## src/rtl/mem_arb_pkg.sv

```systemverilog
// Shared types and constants for the fetch/data memory arbiter.
package mem_arb_pkg;

  typedef enum logic [2:0] {
    IDLE,
    BUSY_IF,
    BUSY_DM,
    DONE_IF,
    DONE_DM
  } arb_state_t;

  typedef enum logic {
    REQ_IF,
    REQ_DM
  } requester_t;

  localparam logic [31:0] ABORT_DATA = 32'hDEAD_BEEF;

endpackage

```

## src/rtl/arb_watchdog.sv

```systemverilog
// Saturating BUSY-cycle counter; expire_o flags the last BUSY cycle before an abort.
module arb_watchdog #(
  parameter int TIMEOUT = 255
) (
  input  logic clk,
  input  logic rst_n,
  input  logic clr_i,
  input  logic en_i,
  output logic expire_o
);

  localparam int CW = (TIMEOUT > 0) ? $clog2(TIMEOUT + 1) : 1;
  localparam logic [CW-1:0] SAT  = CW'(TIMEOUT);
  localparam logic [CW-1:0] LAST = (TIMEOUT > 0) ? CW'(TIMEOUT - 1) : '0;

  logic [CW-1:0] cnt_q, cnt_d;

  always_comb begin
    cnt_d = cnt_q;
    if (clr_i) begin
      cnt_d = '0;
    end else if (en_i && (cnt_q != SAT)) begin
      cnt_d = cnt_q + CW'(1);
    end
  end

  always_ff @(posedge clk or negedge rst_n) begin
    if (!rst_n) begin
      cnt_q <= '0;
    end else begin
      cnt_q <= cnt_d;
    end
  end

  // cnt_q counts completed BUSY cycles, so LAST marks the TIMEOUT-th one.
  assign expire_o = (TIMEOUT != 0) && en_i && (cnt_q == LAST);

endmodule

```

## src/rtl/mem_arbiter.sv

```systemverilog
// Round-robin arbiter sharing one single-ported memory between fetch and data
// stages, with registered req/ack handshake, ready pulses and watchdog abort.
module mem_arbiter
  import mem_arb_pkg::*;
#(
  parameter int ADDR_W  = 32,
  parameter int DATA_W  = 32,
  parameter int TIMEOUT = 255
) (
  input  logic              clk,
  input  logic              reset,
  input  logic              if_req,
  input  logic [ADDR_W-1:0] if_addr,
  output logic [DATA_W-1:0] if_rdata,
  output logic              if_ready,
  input  logic              dm_req,
  input  logic              dm_we,
  input  logic [ADDR_W-1:0] dm_addr,
  input  logic [DATA_W-1:0] dm_wdata,
  output logic [DATA_W-1:0] dm_rdata,
  output logic              dm_ready,
  output logic              mem_req,
  output logic              mem_we,
  output logic [ADDR_W-1:0] mem_addr,
  output logic [DATA_W-1:0] mem_wdata,
  input  logic [DATA_W-1:0] mem_rdata,
  input  logic              mem_ack,
  output logic              stall_f,
  output logic              stall_m,
  output logic              err
);

  arb_state_t        state_q, state_d;
  requester_t        last_q, last_d;
  logic              mem_req_q, mem_req_d;
  logic              mem_we_q, mem_we_d;
  logic [ADDR_W-1:0] mem_addr_q, mem_addr_d;
  logic [DATA_W-1:0] mem_wdata_q, mem_wdata_d;
  logic [DATA_W-1:0] if_rdata_q, if_rdata_d;
  logic [DATA_W-1:0] dm_rdata_q, dm_rdata_d;
  logic              if_ready_q, if_ready_d;
  logic              dm_ready_q, dm_ready_d;
  logic              err_q, err_d;
  logic              wd_clr, wd_en, wd_expire;

  assign wd_en = (state_q == BUSY_IF) || (state_q == BUSY_DM);

  arb_watchdog #(
    .TIMEOUT (TIMEOUT)
  ) u_watchdog (
    .clk      (clk),
    .rst_n    (reset),
    .clr_i    (wd_clr),
    .en_i     (wd_en),
    .expire_o (wd_expire)
  );

  always_comb begin
    state_d     = state_q;
    last_d      = last_q;
    mem_req_d   = mem_req_q;
    mem_we_d    = mem_we_q;
    mem_addr_d  = mem_addr_q;
    mem_wdata_d = mem_wdata_q;
    if_rdata_d  = if_rdata_q;
    dm_rdata_d  = dm_rdata_q;
    if_ready_d  = 1'b0;
    dm_ready_d  = 1'b0;
    err_d       = 1'b0;
    wd_clr      = 1'b0;

    case (state_q)
      IDLE: begin
        // DM wins unless IF also requests and DM was the one served last.
        if (dm_req && (!if_req || (last_q == REQ_IF))) begin
          state_d     = BUSY_DM;
          mem_req_d   = 1'b1;
          mem_we_d    = dm_we;
          mem_addr_d  = dm_addr;
          mem_wdata_d = dm_wdata;
          wd_clr      = 1'b1;
        end else if (if_req) begin
          state_d    = BUSY_IF;
          mem_req_d  = 1'b1;
          mem_we_d   = 1'b0;
          mem_addr_d = if_addr;
          wd_clr     = 1'b1;
        end
      end

      BUSY_IF: begin
        if (mem_ack) begin
          state_d    = DONE_IF;
          mem_req_d  = 1'b0;
          if_rdata_d = mem_rdata;
          if_ready_d = 1'b1;
          last_d     = REQ_IF;
        end else if (wd_expire) begin
          state_d    = DONE_IF;
          mem_req_d  = 1'b0;
          if_rdata_d = DATA_W'(ABORT_DATA);
          if_ready_d = 1'b1;
          err_d      = 1'b1;
          last_d     = REQ_IF;
        end
      end

      BUSY_DM: begin
        if (mem_ack) begin
          state_d    = DONE_DM;
          mem_req_d  = 1'b0;
          if (!mem_we_q) begin
            dm_rdata_d = mem_rdata;
          end
          dm_ready_d = 1'b1;
          last_d     = REQ_DM;
        end else if (wd_expire) begin
          state_d    = DONE_DM;
          mem_req_d  = 1'b0;
          dm_rdata_d = DATA_W'(ABORT_DATA);
          dm_ready_d = 1'b1;
          err_d      = 1'b1;
          last_d     = REQ_DM;
        end
      end

      DONE_IF, DONE_DM: state_d = IDLE;

      default: state_d = IDLE;
    endcase
  end

  always_ff @(posedge clk or negedge reset) begin
    if (!reset) begin
      state_q     <= IDLE;
      last_q      <= REQ_IF;
      mem_req_q   <= 1'b0;
      mem_we_q    <= 1'b0;
      mem_addr_q  <= '0;
      mem_wdata_q <= '0;
      if_rdata_q  <= '0;
      dm_rdata_q  <= '0;
      if_ready_q  <= 1'b0;
      dm_ready_q  <= 1'b0;
      err_q       <= 1'b0;
    end else begin
      state_q     <= state_d;
      last_q      <= last_d;
      mem_req_q   <= mem_req_d;
      mem_we_q    <= mem_we_d;
      mem_addr_q  <= mem_addr_d;
      mem_wdata_q <= mem_wdata_d;
      if_rdata_q  <= if_rdata_d;
      dm_rdata_q  <= dm_rdata_d;
      if_ready_q  <= if_ready_d;
      dm_ready_q  <= dm_ready_d;
      err_q       <= err_d;
    end
  end

  assign mem_req   = mem_req_q;
  assign mem_we    = mem_we_q;
  assign mem_addr  = mem_addr_q;
  assign mem_wdata = mem_wdata_q;
  assign if_rdata  = if_rdata_q;
  assign dm_rdata  = dm_rdata_q;
  assign if_ready  = if_ready_q;
  assign dm_ready  = dm_ready_q;
  assign err       = err_q;

  assign stall_f = if_req & ~if_ready_q;
  assign stall_m = dm_req & ~dm_ready_q;

endmodule
```

## config.mk

```make
export PLATFORM = sky130hd
export DESIGN_NAME = mem_arbiter
export DESIGN_NICKNAME = d
export VERILOG_FILES = /design/src/rtl/mem_arb_pkg.sv /design/src/rtl/arb_watchdog.sv /design/src/rtl/mem_arbiter.sv
export SDC_FILE = /design/constraint.sdc
export NUM_CORES = 1
export LEC_CHECK = 0
export ABC_AREA = 1
export CORE_MARGIN = 4
export CORE_UTILIZATION = 43
export CTS_CLUSTER_DIAMETER = 100
export DETAILED_ROUTE_END_ITERATION = 7
export PLACE_DENSITY = 0.78
export SYNTH_ARGS = -nofsm -noshare
export SYNTH_HDL_FRONTEND = slang
export SYNTH_SLANG_ARGS = --single-unit
```

## constraint.sdc

```tcl
create_clock -name clk -period 2 [get_ports clk]
set_clock_uncertainty 0.1 [all_clocks]
set_input_delay 0.2 -clock clk [delete_from_list [all_inputs] [get_ports clk]]
set_output_delay 0.2 -clock clk [all_outputs]
set_load 0.02 [all_outputs]
```

==> flow_summary.ini, run 1 <==
[global_routing]
grt_antenna_before_repair = 0
grt_max_degree = 60
grt_overflow_total = 0
grt_pass1_vias = 6069
grt_usage_pct = 25.0
grt_pass1_wl_um = 32200

[placement]
dp_hpwl_um = 14700
place_area_mm2 = 0.00919
gp_congestion = 0.892
port-buffer-count = 268

[logic_synthesis]
synthMuxAreaShare_pct = 0
yosysMostFrequentCell = nand2_1
synthAdderAreaFrac_pct = 0.403
netlist_area_mm2 = 0.00621
synth_area_per_cell_um2 = 8.50
synthTopCellsByCount = 262 x nand2_1, 145 x dfrtp_1, 70 x nor2_1
synthFlopType = dfrtp_1
synth_edf_count = 0
ys_seq_elements = 145
ys_seq_area_share_pct = 58.4
synth-simple-area-share_pct = 26.5
synth_top_family_by_area = simple AND/OR/NAND/NOR gates
synth_top_area_share_pct = 58.4
yosysTopAreaCell = dfrtp_1
syn_nets = 867
yosysWarnings = 0
synthTopCellsByArea = dfrtp_1 58%, nand2_1 16%, o21ai_0 5.6%
yosysUniqueCellTypes = 27
syn-instance-count = 731
async_reset_ff_share_pct = 100
synth_xor_xnor_area_share_pct = 0.423
synth_compound_area_share_pct = 8.34

[timing]
relSlewSlack_pct = 70.8
hold_viol = 0
slew_violations = 0
rsz0062_at_grt = false
fin_crit_sh_pct = 93.9
tns_ns = 0
setup_viol = 0
max_freq_mhz = 532
min_period_ns = 1.88
worstMarginPinSlew_ns = 0.438

[finish]
finalNetCount = 1140
area.growth.synth_to_final_pct = 57.4
diodes = 0
finalInstanceArea_mm2 = 0.00978
fill_cells = 1090
layout-drive-gt1-share_pct = 7.28
fin_util_pct = 69.7

[job]
drv_cap = 0

[clocking]
clkTransAtPathRegs_ns = 0.06
cts.repair.resized = 0
clock_path_buffers = 2
cts_buffers = 17
post_cts_buffers = 0
htreeDepth = 4
clock-root-buffer = clkbuf_16
cts.sinks = 145
clkLatencyLatePin_ns = 0.42
cts_tree = yes

[routing]
via_per_inst = 4.94
routed_wirelength_um = 20300
drc = 0
firstDrtPassIters = 5
vias = 5917
wl_per_cell_um = 16.9
antenna_left = 0
drtIter0Drc = 427

[floorplan]
core_area_mm2 = 0.0140
pin_count = 269
start_util_pct = 44.3
die-width_um = 128
row_count = 43
dieArea_mm2 = 0.0164
die_h_um = 128

[worst_hold_path]
min_path_type = in2async

[pwr]
p_sw_share_pct = 40.3
power_frac_clock_pct = 19.3
seqPwrFrac_pct = 31.9
p_int_mw = 9.58
peakVddDrop_v = 0.000846
power_density_mw_per_mm2 = 1640
p_sw_mw = 6.48
power_leakage_nw = 4.64
combPwrFrac_pct = 48.8

[setup_path]
worstPathRequired_ns = 1.70
critPathMaxFanout = 2
critPathLaunchType = flop
criticalPathCategory = reg2out
crit_path_end_kind = primary output
crit_arrival_ns = 1.58

[status]
outcome = finished clean
-- layout make-up --
class,count,area (um2),area share (%)
Multi-Input combinational cell,499,2210,22.6
Inverter,47,176,1.80
Timing Repair Buffer,294,2960,30.2
Tap cell,180,225,2.30
Sequential cell,145,3630,37.1
Clock buffer,19,453,4.63
Clock inverter,13,128,1.30
-- cells by family (layout without fill, tap and decap cells) --
group,after synthesis,after routing
simple gates,396,396
xor+xnor,3,3
compound gates,98,98
buf+inv,87,373
flops,145,145
fa+ha+maj,2,2
-- per-stage QoR --
stage               hold WS [ns]  power (mW)  instances  setup WS [ns]
global placement          0.0547        12.8       1164          0.189
finish                     0.176        16.1       1197          0.122
floorplan                 -0.196        8.96        731          0.349
global route               0.203        17.0       1197         0.0137
detailed placement        0.0549        13.0       1164          0.169
CTS                        0.172        16.2       1197         0.0922
-- metal layers --
layer,global-route usage (%),wire length [um],share of wire (%),up-vias
met2,42.0,10200,50,210
met5,0,0,0,-
met3,7.54,1310,6.5,45
met1,30.3,8050,40,2789
met4,9.49,710,3.5,0
li1,-,-,-,2873
-- final timing paths --
kind                                          start            end  slack [ns]  depth (start not counted)
worst max-delay path                       if_ready        stall_f        0.12                          2
worst min register to register          dm_rdata[1]    dm_rdata[1]        0.37                          2
worst min-delay path                          reset  mem_wdata[10]        0.18                          2
max in group asynchronous                     reset    dm_rdata[7]        0.93                          3
min in group clk                       dm_wdata[12]  mem_wdata[12]        0.21                          3
worst max register to register  u_watchdog.cnt_q[0]   if_rdata[13]        0.17                         10
-- sequential cells by signal (all words and copies together) (netlist names) --
name,flops
last_q,1
u_watchdog.cnt_q,8
if_ready,1
dm_rdata,32
err,1
mem_addr,32
mem_we,1
if_rdata,32
dm_ready,1
state_q,3
mem_req,1
mem_wdata,32
-- power by group through the flow --
stage / clock (mW) / sequential, mW / combinational (mW)
CTS: 3.15 / 5.12 / 7.92
floorplan: 0 / 6.64 / 2.32
global route: 3.29 / 5.28 / 8.47
global placement: 0 / 5.09 / 7.75
finish: 3.10 / 5.12 / 7.83
detailed placement: 0 / 5.12 / 7.88
-- timing repair --
item,CTS,global route
hold buffers,1,0
endpoints found under the setup margin,0,0
hold endpoints to repair,47,0
-- critical path: stages, from the launching register on --
cell and delay [ns]:
dfrtp_1 0.41, nor2_1 0.13, clkdlybuf4s50_1 0.62
-- cell usage in the layout, fill, tap and decap left out, types with 2 or more instances in the layout --
cell             count
o21ai_2              4
nor3b_1              2
clkinv_1             3
nor2_1              70
o21ai_0             69
clkbuf_8             2
clkdlybuf4s50_1    267
clkinv_2             2
buf_4               19
nand3_1             21
buf_12               6
clkinv_4             4
inv_6                3
nand4_1             32
dfrtp_1            145
inv_2                2
inv_1               42
o21ai_1             21
xor2_1               2
a21oi_2              2
nand2_2              2
clkinvlp_4           2
nand2_1            262
clkbuf_16           17
nand2_4              3
ha_1                 2
Note: power is estimated with default switching activity, not from simulation.
==> run 2: changes to the inputs <==
--- a/config.mk
+++ b/config.mk
@@ -6,11 +6,14 @@
 export NUM_CORES = 1
 export LEC_CHECK = 0
 export ABC_AREA = 1
+export CAP_MARGIN = 20
 export CORE_MARGIN = 4
-export CORE_UTILIZATION = 43
+export CORE_UTILIZATION = 44
+export CTS_BUF_LIST = sky130_fd_sc_hd__clkbuf_4
 export CTS_CLUSTER_DIAMETER = 100
 export DETAILED_ROUTE_END_ITERATION = 7
-export PLACE_DENSITY = 0.78
+export PLACE_DENSITY = 0.8
+export SLEW_MARGIN = 20
 export SYNTH_ARGS = -nofsm -noshare
 export SYNTH_HDL_FRONTEND = slang
 export SYNTH_SLANG_ARGS = --single-unit
==> flow_summary.ini, run 2 (synthesis gave the netlist of run 1 again) <==
[status]
outcome = finished clean

[routing]
drc = 0
drtIter0Drc = 373
vias = 5894
antenna_left = 0
via_per_inst = 4.92
routed_wirelength_um = 19700
wl_per_cell_um = 16.4
firstDrtPassIters = 5

[setup_path]
critPathMaxStageDelay_ns = 0.64
path_buf_inv = 1
criticalPathCategory = reg2out
crit_path_end_kind = primary output
worstPathRequired_ns = 1.70
critPathMaxFanout = 2
crit_arrival_ns = 1.60
critPathLaunchType = flop
path_delay_family = buffers and inverters
crit_slowest_cell = clkdlybuf4s50_1
path_cells = clkdlybuf4s50_1

[timing]
hold_viol = 0
max_freq_mhz = 527
setup_viol = 0
tns_ns = 0
min_period_ns = 1.90
slew_violations = 0
rsz0062_at_grt = false
fin_crit_sh_pct = 94.9
worstMarginPinSlew_ns = 0.582
relSlewSlack_pct = 61.2

[finish]
final_common_cell = clkdlybuf4s50_1
finalNetCount = 1140
final_cell_mix = 264 x clkdlybuf4s50_1, 262 x nand2_1, 145 x dfrtp_1
area.growth.synth_to_final_pct = 52.8
finalInstanceArea_mm2 = 0.00950
layout-drive-gt1-share_pct = 7.08

[global_routing]
grt_usage_pct = 24.7
grt_pass1_wl_um = 31400
grt_max_degree = 60
grt_pass1_vias = 5953
grt_antenna_before_repair = 1
grt_overflow_total = 0

[clocking]
cts.sinks = 145
post_cts_buffers = 0
cts_buffers = 17
cts_tree = yes
clkTransAtPathRegs_ns = 0.13
clock_path_buffers = 2
clock-root-buffer = clkbuf_4
clkLatencyLatePin_ns = 0.54
htreeDepth = 4

[job]
drv_cap = 0

[placement]
dp_hpwl_um = 14500
place_area_mm2 = 0.00918
port-buffer-count = 268
gp_congestion = 0.898

[pwr]
power_density_mw_per_mm2 = 1550
power_leakage_nw = 4.51
peakVddDrop_v = 0.000991

[floorplan]
die-width_um = 127
start_util_pct = 44.8
row_count = 43
pin_count = 269
core_area_mm2 = 0.0139
dieArea_mm2 = 0.0161
die_h_um = 127

[worst_hold_path]
min_path_type = in2reg
## run 2: metrics by stage
stage	setup slack, ns	total power, mW	cells	util, %	hold WS (ns)
final	0.101	14.7	1198	68.4	0.0671
after global routing	0.00136	15.7	1198	68.4	0.0207
after CTS	0.0203	14.8	1196	68.1	0.0242
after detailed placement	0.126	13.0	1163	66.2	0.121
after global placement	0.158	12.8	1163	66.2	0.124
after floorplan	0.349	8.96	731	-	-0.196
## run 2: power breakdown
| part | switching, mW | internal, mW |
|---|---|---|
| clock | 1.14 | 0.626 |
| combinational | 4.35 | 3.47 |
| sequential | 0.795 | 4.30 |
## run 2: what timing repair did
| item | 4_1_cts | 5_1_grt |
|---|---|---|
| hold buffers | 1 | 0 |
| setup endpoints to repair | 2 | 15 |
| gates cloned | 0 | 1 |
| pin swaps | 0 | 0 |
| resized for setup | 2 | 4 |
| hold endpoints to repair | 127 | 0 |
## run 2: path summary, 6_finish.rpt
check | start | slack (ns) | depth (start not counted) | endpoint
worst min-delay path | dm_wdata[14] | 0.07 | 3 | mem_wdata[14]
worst min register to register | dm_rdata[31] | 0.38 | 2 | dm_rdata[31]
worst max register to register | u_watchdog.cnt_q[0] | 0.17 | 10 | if_rdata[0]
worst max-delay path | dm_ready | 0.10 | 1 | dm_ready
max in group asynchronous | reset | 1.02 | 3 | dm_rdata[3]
min in group asynchronous | reset | 0.10 | 2 | dm_rdata[10]
## run 2: layout make-up
cell class | count | area, um2
fillers | 1134 | 4390
flip-flops and latches | 145 | 3630
repair buffers | 294 | 2980
multi-input cells | 499 | 2220
well taps | 180 | 225
inverters | 47 | 176
clock inverters | 15 | 134
clock buffers | 17 | 128
diodes | 1 | 2.50
## run 2: routing by layer
| metal | part of all wire (%) | wire length [um] | track usage, % |
|---|---|---|---|
| met1 | 40 | 7890 | 30.3 |
| met2 | 51 | 10100 | 41.6 |
| met3 | 6.3 | 1230 | 7.49 |
| met4 | 2.3 | 451 | 8.20 |
| met5 | 0 | 0 | 0 |
==> run 3: changes to the inputs <==
--- a/config.mk
+++ b/config.mk
@@ -12,6 +12,7 @@
 export CTS_BUF_LIST = sky130_fd_sc_hd__clkbuf_4
 export CTS_CLUSTER_DIAMETER = 100
 export DETAILED_ROUTE_END_ITERATION = 7
+export GPL_TIMING_DRIVEN = 0
 export PLACE_DENSITY = 0.8
 export SLEW_MARGIN = 20
 export SYNTH_ARGS = -nofsm -noshare
==> flow_summary.ini, run 3 (synthesis gave the netlist of run 1 again) <==
[status]
outcome = finished clean

[setup_path]
rrSetupSlack_ns = 0.12
critPathLaunchType = flop
worstPathRequired_ns = 1.70
crit_slowest_cell = clkdlybuf4s50_1
path_delay_family = buffers and inverters
critPathMaxFanout = 2
path_cells = clkdlybuf4s50_1
r2r_start = state_q[1]
reg2regPathDepth = 6
crit_path_end_kind = primary output
path_buf_inv = 1
crit_arrival_ns = 1.60
criticalPathCategory = reg2out
r2r_end = mem_addr[19]
critPathMaxStageDelay_ns = 0.67

[clocking]
clkTransAtPathRegs_ns = 0.13
clock_path_buffers = 2
clkLatencyLatePin_ns = 0.54
cts.sinks = 145
cts_tree = yes
clock-root-buffer = clkbuf_4
cts_buffers = 17
htreeDepth = 4

[global_routing]
grt_usage_pct = 24.6
grt_pass1_wl_um = 31100
grt_antenna_before_repair = 0
grt_overflow_total = 0
grt_pass1_vias = 5926
grt_max_degree = 91

[pwr]
p_sw_mw = 6.28
peakVddDrop_v = 0.000876
seqPwrFrac_pct = 34.4
combPwrFrac_pct = 52.7
p_int_mw = 8.41
p_sw_share_pct = 42.7
power_leakage_nw = 4.50
power_frac_clock_pct = 12.8
power_density_mw_per_mm2 = 1550

[timing]
relSlewSlack_pct = 53.1
whs_ns = 0.0678
rsz0062_at_grt = false
setup_viol = 0
fin_crit_sh_pct = 95.1
hold_viol = 0
max_freq_mhz = 525
worstMarginPinSlew_ns = 0.703
setup_slack_ns = 0.0970
slew_violations = 0
tns_ns = 0
min_period_ns = 1.90

[finish]
final_cell_mix = 263 x clkdlybuf4s50_1, 262 x nand2_1, 145 x dfrtp_1
finalNetCount = 1156
regArea_mm2 = 0.00363
fill_cells = 1158
fin_util_pct = 68.3
layout-drive-gt1-share_pct = 6.97
area.growth.synth_to_final_pct = 52.5
final_common_cell = clkdlybuf4s50_1
multiInputGateArea_mm2 = 0.00223

[floorplan]
pin_count = 269
die_h_um = 127
start_util_pct = 44.8
dieArea_mm2 = 0.0161
die-width_um = 127
row_count = 43
core_area_mm2 = 0.0139

[job]
drv_cap = 0

[routing]
drc = 0
drtIter0Drc = 357
antenna_left = 0
vias = 5881
routed_wirelength_um = 19600
wl_per_cell_um = 16.1
via_per_inst = 4.84
firstDrtPassIters = 6

[placement]
port-buffer-count = 267
dp_hpwl_um = 14900
gp_congestion = 0.884
dp_slack_ns = -0.141

[worst_hold_path]
min_path_type = in2reg
min_from = dm_wdata[8]
hold_depth = 3
whs_endpoint = mem_wdata[8]
==> run 3: power groups by stage <==
stage	Combinational, mW	Sequential (mW)	Clock, mW
after floorplan	2.32	6.64	0
after global placement	7.68	5.06	0
after detailed placement	7.79	5.09	0
after CTS	7.81	5.05	1.94
after global routing	8.39	5.23	2.09
final	7.74	5.05	1.89
==> run 3: how the worst max path moves through the flow <==
stage | start | to | slack [ns] | cells past startpoint
after floorplan | u_watchdog.cnt_q[0] | if_rdata[23] | 0.35 | 11
after global placement | reset | mem_addr[19] | -5.34 | 1
after detailed placement | if_req | mem_addr[6] | -0.14 | 6
after CTS | mem_we | mem_we | 0.03 | 1
after global routing | u_watchdog.cnt_q[0] | if_rdata[28] | 0.008 | 11
final | mem_addr[25] | mem_addr[25] | 0.1 | 1
==> run 3: repair_timing <==
action                                 in CTS  in global routing
endpoints found under the hold margin      96                  0
hold buffers                                2                  0
resized for setup                           2                  9
setup endpoints to repair                   2                 56
buffers inserted                            0                  0
==> run 3: routing by layer <==
layer | vias up | global-route usage, % | wire [um]
li1 | 2907 | - | -
met1 | 2734 | 30.9 | 7850
met2 | 199 | 39.9 | 9690
met3 | 41 | 7.54 | 1390
met4 | 0 | 10.1 | 632
met5 | - | 0 | 0
==> run 3: metrics by stage <==
stage                     cell area [um2]  power [mW]  cells
after floorplan                      6210        8.96    731
after global placement               9110        12.7   1178
after detailed placement             9150        12.9   1179
after CTS                            9450        14.8   1213
after global routing                 9480        15.7   1213
final                                9480        14.7   1214
==> run 3: area by class of cell <==
type | instances | share of cell area (%)
tap | 180 | 2.38
sequential | 145 | 38.3
buffer | 40 | 2.11
inverter | 47 | 1.86
clock inverter | 15 | 1.70
antenna | 1 | 0.0264
clock buffer | 17 | 1.35
multi-input combinational | 499 | 23.5
timing repair buffer | 270 | 28.8
